--- src/rtl/fetch_queue_unit.sv ---
// fetch_queue_unit: instruction-fetch front end.
// Owns the fetch PC and issues word-aligned reads to a memory with one cycle of
// read latency. It buffers {pc, instruction} pairs in a DEPTH-entry queue for
// decode. A branch or jump redirect flushes the queue and drops the stale
// in-flight response.
//
// Decode handshake: inst_valid means the head entry (inst_pc/instruction) is
// meaningful. The head is consumed on a rising clock edge where
// inst_valid && inst_ready is true and no redirect is requested. inst_valid
// does not depend on inst_ready. The payload is stable while inst_valid is
// high and the head is not consumed. In a redirect cycle the head is flushed
// rather than delivered.
module fetch_queue_unit #(
  parameter int               XLEN         = 32,
  parameter int               DEPTH        = 4,
  parameter logic [XLEN-1:0]  RESET_VECTOR = '0
) (
  input  logic            clk,
  input  logic            reset,
  input  logic            branch_taken,
  input  logic [XLEN-1:0] branch_tgt,
  input  logic            jump,
  input  logic [XLEN-1:0] jump_tgt,
  output logic            imem_req,
  output logic [XLEN-1:0] imem_addr,
  input  logic [XLEN-1:0] imem_rdata,
  output logic            inst_valid,
  input  logic            inst_ready,
  output logic [XLEN-1:0] instruction,
  output logic [XLEN-1:0] inst_pc
);

  localparam int PW = $clog2(DEPTH);
  localparam int CW = PW + 1;
  localparam logic [CW:0]     OCC_LIMIT = (CW + 1)'(DEPTH);
  localparam logic [CW-1:0]   CNT_FULL  = CW'(DEPTH);
  localparam logic [XLEN-1:0] TGT_MASK  = {{(XLEN-2){1'b1}}, 2'b00};

  // Fetch state
  logic [XLEN-1:0] r_fetch_pc;
  logic            r_inflight;
  logic [XLEN-1:0] r_req_pc;

  // Queue state
  logic [XLEN-1:0] r_pc_mem   [DEPTH];
  logic [XLEN-1:0] r_inst_mem [DEPTH];
  logic [PW-1:0]   r_wr_ptr;
  logic [PW-1:0]   r_rd_ptr;
  logic [CW-1:0]   r_count;

  // Combinational control
  logic            w_redirect;
  logic [XLEN-1:0] w_raw_tgt;
  logic [XLEN-1:0] w_target;
  logic [CW:0]     w_occupancy;
  logic            w_issue;
  logic [XLEN-1:0] w_addr;
  logic            w_valid;
  logic            w_push;
  logic            w_pop;

  // Redirect selection, credit-based issue decision and queue push/pop strobes.
  // Occupancy counts queued entries plus the one possibly in flight. A pop in
  // the same cycle does not free a credit early.
  always_comb begin
    w_redirect  = jump | branch_taken;
    w_raw_tgt   = jump ? jump_tgt : branch_tgt;
    w_target    = w_raw_tgt & TGT_MASK;
    w_occupancy = {1'b0, r_count} + {{CW{1'b0}}, r_inflight};
    w_issue     = !reset && (w_redirect || (w_occupancy < OCC_LIMIT));
    w_addr      = w_redirect ? w_target : r_fetch_pc;
    w_valid     = !reset && (r_count != '0);
    w_push      = !reset && r_inflight && !w_redirect;
    w_pop       = w_valid && inst_ready && !w_redirect;
  end

  assign imem_req    = w_issue;
  assign imem_addr   = w_addr;
  assign inst_valid  = w_valid;
  assign instruction = reset ? '0 : r_inst_mem[r_rd_ptr];
  assign inst_pc     = reset ? '0 : r_pc_mem[r_rd_ptr];

  // Fetch PC, in-flight flag and the address of the outstanding request
  always_ff @(posedge clk) begin
    if (reset) begin
      r_fetch_pc <= RESET_VECTOR;
      r_inflight <= 1'b0;
      r_req_pc   <= '0;
    end else if (w_issue) begin
      r_fetch_pc <= w_addr + XLEN'(4);
      r_inflight <= 1'b1;
      r_req_pc   <= w_addr;
    end else begin
      r_inflight <= 1'b0;
    end
  end

  // Queue payload storage; written only by an accepted response
  always_ff @(posedge clk) begin
    if (w_push) begin
      r_pc_mem[r_wr_ptr]   <= r_req_pc;
      r_inst_mem[r_wr_ptr] <= imem_rdata;
    end
  end

  // Queue pointers and count; a redirect empties the queue outright
  always_ff @(posedge clk) begin
    if (reset || w_redirect) begin
      r_wr_ptr <= '0;
      r_rd_ptr <= '0;
      r_count  <= '0;
    end else begin
      if (w_push) r_wr_ptr <= r_wr_ptr + PW'(1);
      if (w_pop)  r_rd_ptr <= r_rd_ptr + PW'(1);
      case ({w_push, w_pop})
        2'b10:   r_count <= r_count + CW'(1);
        2'b01:   r_count <= r_count - CW'(1);
        default: r_count <= r_count;
      endcase
    end
  end

  // The credit scheme must make a push into a full queue impossible
  a_no_overflow: assert property (@(posedge clk) disable iff (reset)
    !(w_push && !w_pop && (r_count == CNT_FULL)));

endmodule
--- config.mk ---
export PLATFORM = sky130hd
export DESIGN_NAME = fetch_queue_unit
export DESIGN_NICKNAME = d
export VERILOG_FILES = /design/src/rtl/fetch_queue_unit.sv
export SDC_FILE = /design/constraint.sdc
export NUM_CORES = 1
export LEC_CHECK = 0
export ABC_AREA = 1
export CAP_MARGIN = 10
export CORE_AREA = 3 3 164 166
export DETAILED_ROUTE_END_ITERATION = 6
export DIE_AREA = 0 0 167 169
export GPL_ROUTABILITY_DRIVEN = 0
export HOLD_SLACK_MARGIN = 0.06
export PLACE_DENSITY = 0.88
export RECOVER_POWER = 50
export SLEW_MARGIN = 20
export SYNTH_ARGS = -nofsm -noshare
export SYNTH_HDL_FRONTEND = slang
export SYNTH_SLANG_ARGS = --single-unit
--- constraint.sdc ---
create_clock -name clk -period 7.3 [get_ports clk]
set_clock_uncertainty 0.1 [all_clocks]
set_input_delay 1.46 -clock clk [delete_from_list [all_inputs] [get_ports clk]]
set_output_delay 1.46 -clock clk [all_outputs]
set_load 0.02 [all_outputs]
Word level (Yosys, flattened, before mapping)
Memories as Yosys holds them, arrays and structs flattened. A register that Yosys moved wholly into a read port is not among the register bits.
Cells that the tools add are included.
Widths: inputs -> output; s select.
{"block": "word_totals", "latch_bits": 0, "output_inout_bits": 98, "memories": 2, "wordCells": 42, "ram_bits": 256, "regBits": 72, "rom_bits": 0, "inputBits": 101}
{"block": "op_classes", "n_addsub": 6, "n_eq_ne": 2, "order_cmp": 1, "n_mul": 0, "reduce_logical": 12, "bitwise": 1, "div": 0, "n_mux": 12, "n_shift": 0}
{"memory": "r_inst_mem", "words": 4, "width": 32, "read_ports": 1, "rd_ports_with_merged_regs": 1, "wr": 1, "line": "46", "rtl": "logic [XLEN-1:0] r_inst_mem [DEPTH];"}
{"memory": "r_pc_mem", "words": 4, "width": 32, "read_ports": 1, "rd_ports_with_merged_regs": 1, "wr": 1, "line": "45", "rtl": "logic [XLEN-1:0] r_pc_mem [DEPTH];"}
{"op": "$mux 32", "count": 4}
{"op": "$add 32x3->32 const B", "count": 1}
{"op": "$mux 2", "count": 4}
{"op": "$logic_and 1x1->1", "count": 6}
{"op": "$pmux 3 s2", "count": 1}
{"op": "$add 2x1->2 const B", "count": 2}
{"op": "$add 3x1->4", "count": 1}
{"op": "$lt 4x3->1 const B", "count": 1}
{"op": "$add 3x1->3 const B", "count": 1}
{"op": "$mux 1", "count": 3}
{"op": "$reduce_bool 3->1", "count": 1}
{"op": "$sub 3x1->3 const B", "count": 1}
{"op": "$eq 2x1->1 const B", "count": 1}
{"op": "$eq 2x2->1 const B", "count": 1}
{"op": "$logic_not 1->1", "count": 2}
{"op": "$logic_or 1x1->1", "count": 2}
{"op": "$reduce_bool 2->1", "count": 1}
{"op": "$or 1x1->1", "count": 1}

Depth between registers and ports, before layout
{"block": "depth", "ltp_word": 6, "ltp_mapped": 16}

Worst setup path after synthesis
Ideal clock, no wire load.
{"block": "synth_timing", "kind": "input port to flip-flop", "startpoint": "input port branch_taken", "endpoint": "memory r_inst_mem[0][0], enable pin", "path_stages": 7, "path_buffers": 2, "t_arrival_ns": 4.948, "slack_ns": 1.765, "t_required_ns": 6.713, "path_cell_list": "inv_1 > nand2_4 > buf_2 > buf_2 > nor2_1 > nand2_1 > nor2_1"}
{"block": "synth_between", "elab_chain_len": 5}
{"item": "start, declared", "line": "20", "rtl": "input logic branch_taken,"}
{"item": "$or 1x1->1", "line": "66", "rtl": "w_redirect = jump | branch_taken;"}
{"item": "$logic_not 1->1", "line": "73", "rtl": "w_push = !reset && r_inflight && !w_redirect;"}
{"item": "$logic_and 1x1->1", "line": "73"}
{"item": "$mux 1", "line": "100", "rtl": "if (w_push) begin"}
{"item": "$mux 1 (not written as such)", "line": "102", "rtl": "r_inst_mem[r_wr_ptr] <= imem_rdata;"}
{"item": "end, declared", "line": "46"}
Every way passes these cells.

Worst setup path in the final report
{"block": "layout_timing", "startpoint": "input port jump", "endpoint": "output port imem_addr[25]"}
{"block": "layout_between", "elab_chain_len": 2, "elab_cells_between_ends": 3, "cone_classes": "mux (2); bitwise (1)"}
{"item": "start, declared", "line": "22", "rtl": "input logic jump,"}
{"item": "$mux 32 / $or 1x1->1 (equally long branches)", "line": "67, 66"}
{"item": "$mux 32 *", "line": "71", "rtl": "w_addr = w_redirect ? w_target : r_fetch_pc;"}
{"item": "end, declared", "line": "25", "rtl": "output logic [XLEN-1:0] imem_addr,"}
Every way passes the cells marked *; elsewhere a longest branch is shown, timed or not.

==> flow_metrics.py <==
metrics = {
    "status": {
        "status": "finished with violations",
        "violations": "max-capacitance violations, max-slew violations",
    },
    "synthesis": {
        "yosys_warnings": 0,
        "syn_nets": 1558,
        "synthCells": 1450,
        "ys_seq_area_frac": 0.6545,
        "synth-seq-cells": 328,
        "yosysUniqueCellTypes": 35,
        "syn_area_um2": 13950,
        "avgSynthCellArea_um2": 9.619,
    },
    "routing": {
        "dr.first_iter.drc_count": 1075,
        "via_per_inst": 5.440,
        "wl_um": 32710,
        "drc": 0,
        "postRouteAntennaNets": 0,
        "wl_per_cell_um": 16.54,
        "vias": 10760,
        "dr.pass1.iters": 6,
    },
    "cts": {
        "clk_latency_ns": 0.55,
        "cts_tree": "done",
        "cts-resized-gates": 0,
        "hold_buffers": 0,
        "root_buffer": "clkbuf_16",
        "cts_setup_buffers": 0,
        "cts_sinks": 328,
        "htree_num_levels": 1,
        "clkSlewWorstSetupHoldPaths_ns": 0.07,
        "cts_buffers": 31,
        "cts_buffer_depth": 3,
    },
    "worst_setup_path": {
        "worst-path-max-fanout": 51,
        "required_ns": 5.74,
        "worstSetupEndpointType": "output pin",
        "start_kind": "input port",
        "cp.arrival_ns": 4.91,
        "crit_type": "in2out",
    },
    "sta": {
        "drv_slew": 116,
        "fin_crit_ns": 6.474,
        "worst_pin_slew_ns": 2.466,
        "rsz0062_at_grt": "false",
        "finalCritPeriodShare": 0.8868,
        "setup_viol": 0,
        "setup_ws_ns": 0.8260,
        "finalHoldViolCount": 0,
        "tns_ns": 0,
        "fmax_mhz": 154.5,
        "max_slew_margin": -0.6501,
    },
    "power": {
        "switching_share": 0.2168,
        "p_leak_nw": 6.359,
        "p_int_mw": 3.143,
        "comb_power_share": 0.077,
        "switchingPower_mw": 0.8697,
        "p_per_area_nw_per_um2": 233.1,
        "seqPwrFrac": 0.517,
        "p_clk_frac": 0.406,
        "vdd_drop_max_v": 0.0001769,
    },
    "die": {
        "design.core.area_um2": 25760,
        "die_w_um": 167,
        "design.die.area_um2": 28220,
        "rows": 59,
        "chipHeight_um": 169,
        "start_util": 0.5414,
        "io_pins": 199,
    },
    "flow_run": {
        "max_cap_viol_count": 3,
    },
    "placed_design": {
        "pre_cts_slack_ns": 1.243,
        "placement.io_buffers": 194,
        "dp_hpwl_um": 20240,
    },
    "layout": {
        "syn2layout_area_growth_pct": 23.40,
        "fill_cells": 1880,
        "fin_util": 0.6680,
        "drive_gt1_frac": 0.05725,
        "nets": 1726,
    },
    "global_routing": {
        "grt_pass1_vias": 10550,
        "grt_pass1_wl_um": 51580,
        "grt_overflow_total": 0,
        "grt_antenna_before_repair": 0,
        "grt_util_all_layers": 0.2256,
        "grt_max_degree": 113,
    },
    "min_path": {
        "holdCritPathClass": "reg2reg",
    },
}
area by class of cell:
type / instances / area [um2] / area share
clock buffer: 44 / 938.4 / 0.05453
multi-input combinational: 977 / 4248 / 0.2468
antenna: 1 / 2.502 / 0.0001454
inverter: 71 / 267.8 / 0.01556
clock inverter: 13 / 127.6 / 0.007415
tap: 335 / 419.2 / 0.02435
timing repair buffer: 209 / 2073 / 0.1205
sequential: 328 / 9134 / 0.5307
Yosys cell counts (all sizes together):
cell / count / area share
a21boi: 1 / 0.00054
and2: 1 / 0.00045
or2: 2 / 0.00090
buf: 31 / 0.011
a31oi: 1 / 0.00045
xnor2: 1 / 0.00063
xor2: 3 / 0.0019
nand4: 1 / 0.00045
clkbuf: 43 / 0.012
inv: 71 / 0.019
o22ai: 5 / 0.0022
a32o: 1 / 0.00072
a21oi: 82 / 0.029
nand3: 41 / 0.015
nand2: 316 / 0.086
nor2: 328 / 0.090
fa: 1 / 0.0014
o21ai: 184 / 0.066
o211ai: 1 / 0.00054
edfxtp: 256 / 0.55
dfxtp: 72 / 0.10
nor3b: 1 / 0.00054
a211oi: 1 / 0.00054
ha: 6 / 0.0054
power by group through the flow:
stage	combinational, mW	clock, mW	sequential, mW
final	0.310	1.63	2.07
after global routing	0.339	1.73	2.08
after CTS	0.313	1.65	2.07
after detailed placement	0.310	0	2.11
after global placement	0.304	0	2.11
after floorplan	0.159	0	2.10
stage by stage:
stage	instance area (um2)	total power, mW	hold WS [ns]	std cells
3_5_place_dp	16170	2.421	0.3409	1920
5_1_grt	17210	4.148	0.3668	1977
2_1_floorplan	13950	2.263	0.3261	1450
3_3_place_gp	16170	2.413	0.3386	1920
4_1_cts	17230	4.038	0.3582	1977
6_report	17210	4.012	0.3555	1978
state kept, by name (all words and copies together) (netlist names), named ones only:
name	count
r_count	3
r_req_pc	30
r_rd_ptr	2
r_inst_mem	128
r_inflight	1
r_wr_ptr	2
r_fetch_pc	32
r_pc_mem	128
routing by layer:
metal	wire length, um	GRT usage	part of all wire
met1	12890	0.2870	0.39
met2	15700	0.3908	0.48
met3	3243	0.04367	0.099
met4	879	0.07640	0.027
met5	0	0	0
cells in the final DEF (no fill, tap or decap), types with 34 or more instances in the layout:
master	count
nand2_1	311
dlygate4sd3_1	34
inv_1	63
edfxtp_1	256
dfxtp_1	70
clkbuf_16	34
nor2_1	318
clkdlybuf4s50_1	159
o21ai_0	182
nand3_1	40
a21oi_1	82
path summary, 6_finish.rpt:
check | start | to | slack, ns | cells after the start
worst max-delay path | jump | imem_addr[25] | 0.83 | 8
worst min-delay path | r_fetch_pc[27] | r_fetch_pc[27] | 0.36 | 2
worst max register to register | r_inflight | r_inst_mem[3][16] | 4.03 | 3
worst min register to register | r_fetch_pc[27] | r_fetch_pc[27] | 0.36 | 2
kinds of logic after synthesis:
kind of cell	Yosys count	share of synthesized area
AND/OR/NAND/NOR	690	0.1938
buffers and inverters	145	0.04162
AO/OA/AOI/OAI	276	0.1007
XOR/XNOR	4	0.002512
flip-flops	328	0.6545
adder cells (fa/ha/maj)	7	0.006818
worst max-delay path, stage by stage:
cell and delay (ns):
clkdlybuf4s50_1 0.39, buf_4 0.22, inv_1 0.66, nand2_4 0.52, inv_2 0.60, nand2_1 0.14, nand2_1 0.22, clkdlybuf4s50_1 0.66
Note: power is estimated with default switching activity, not from simulation.
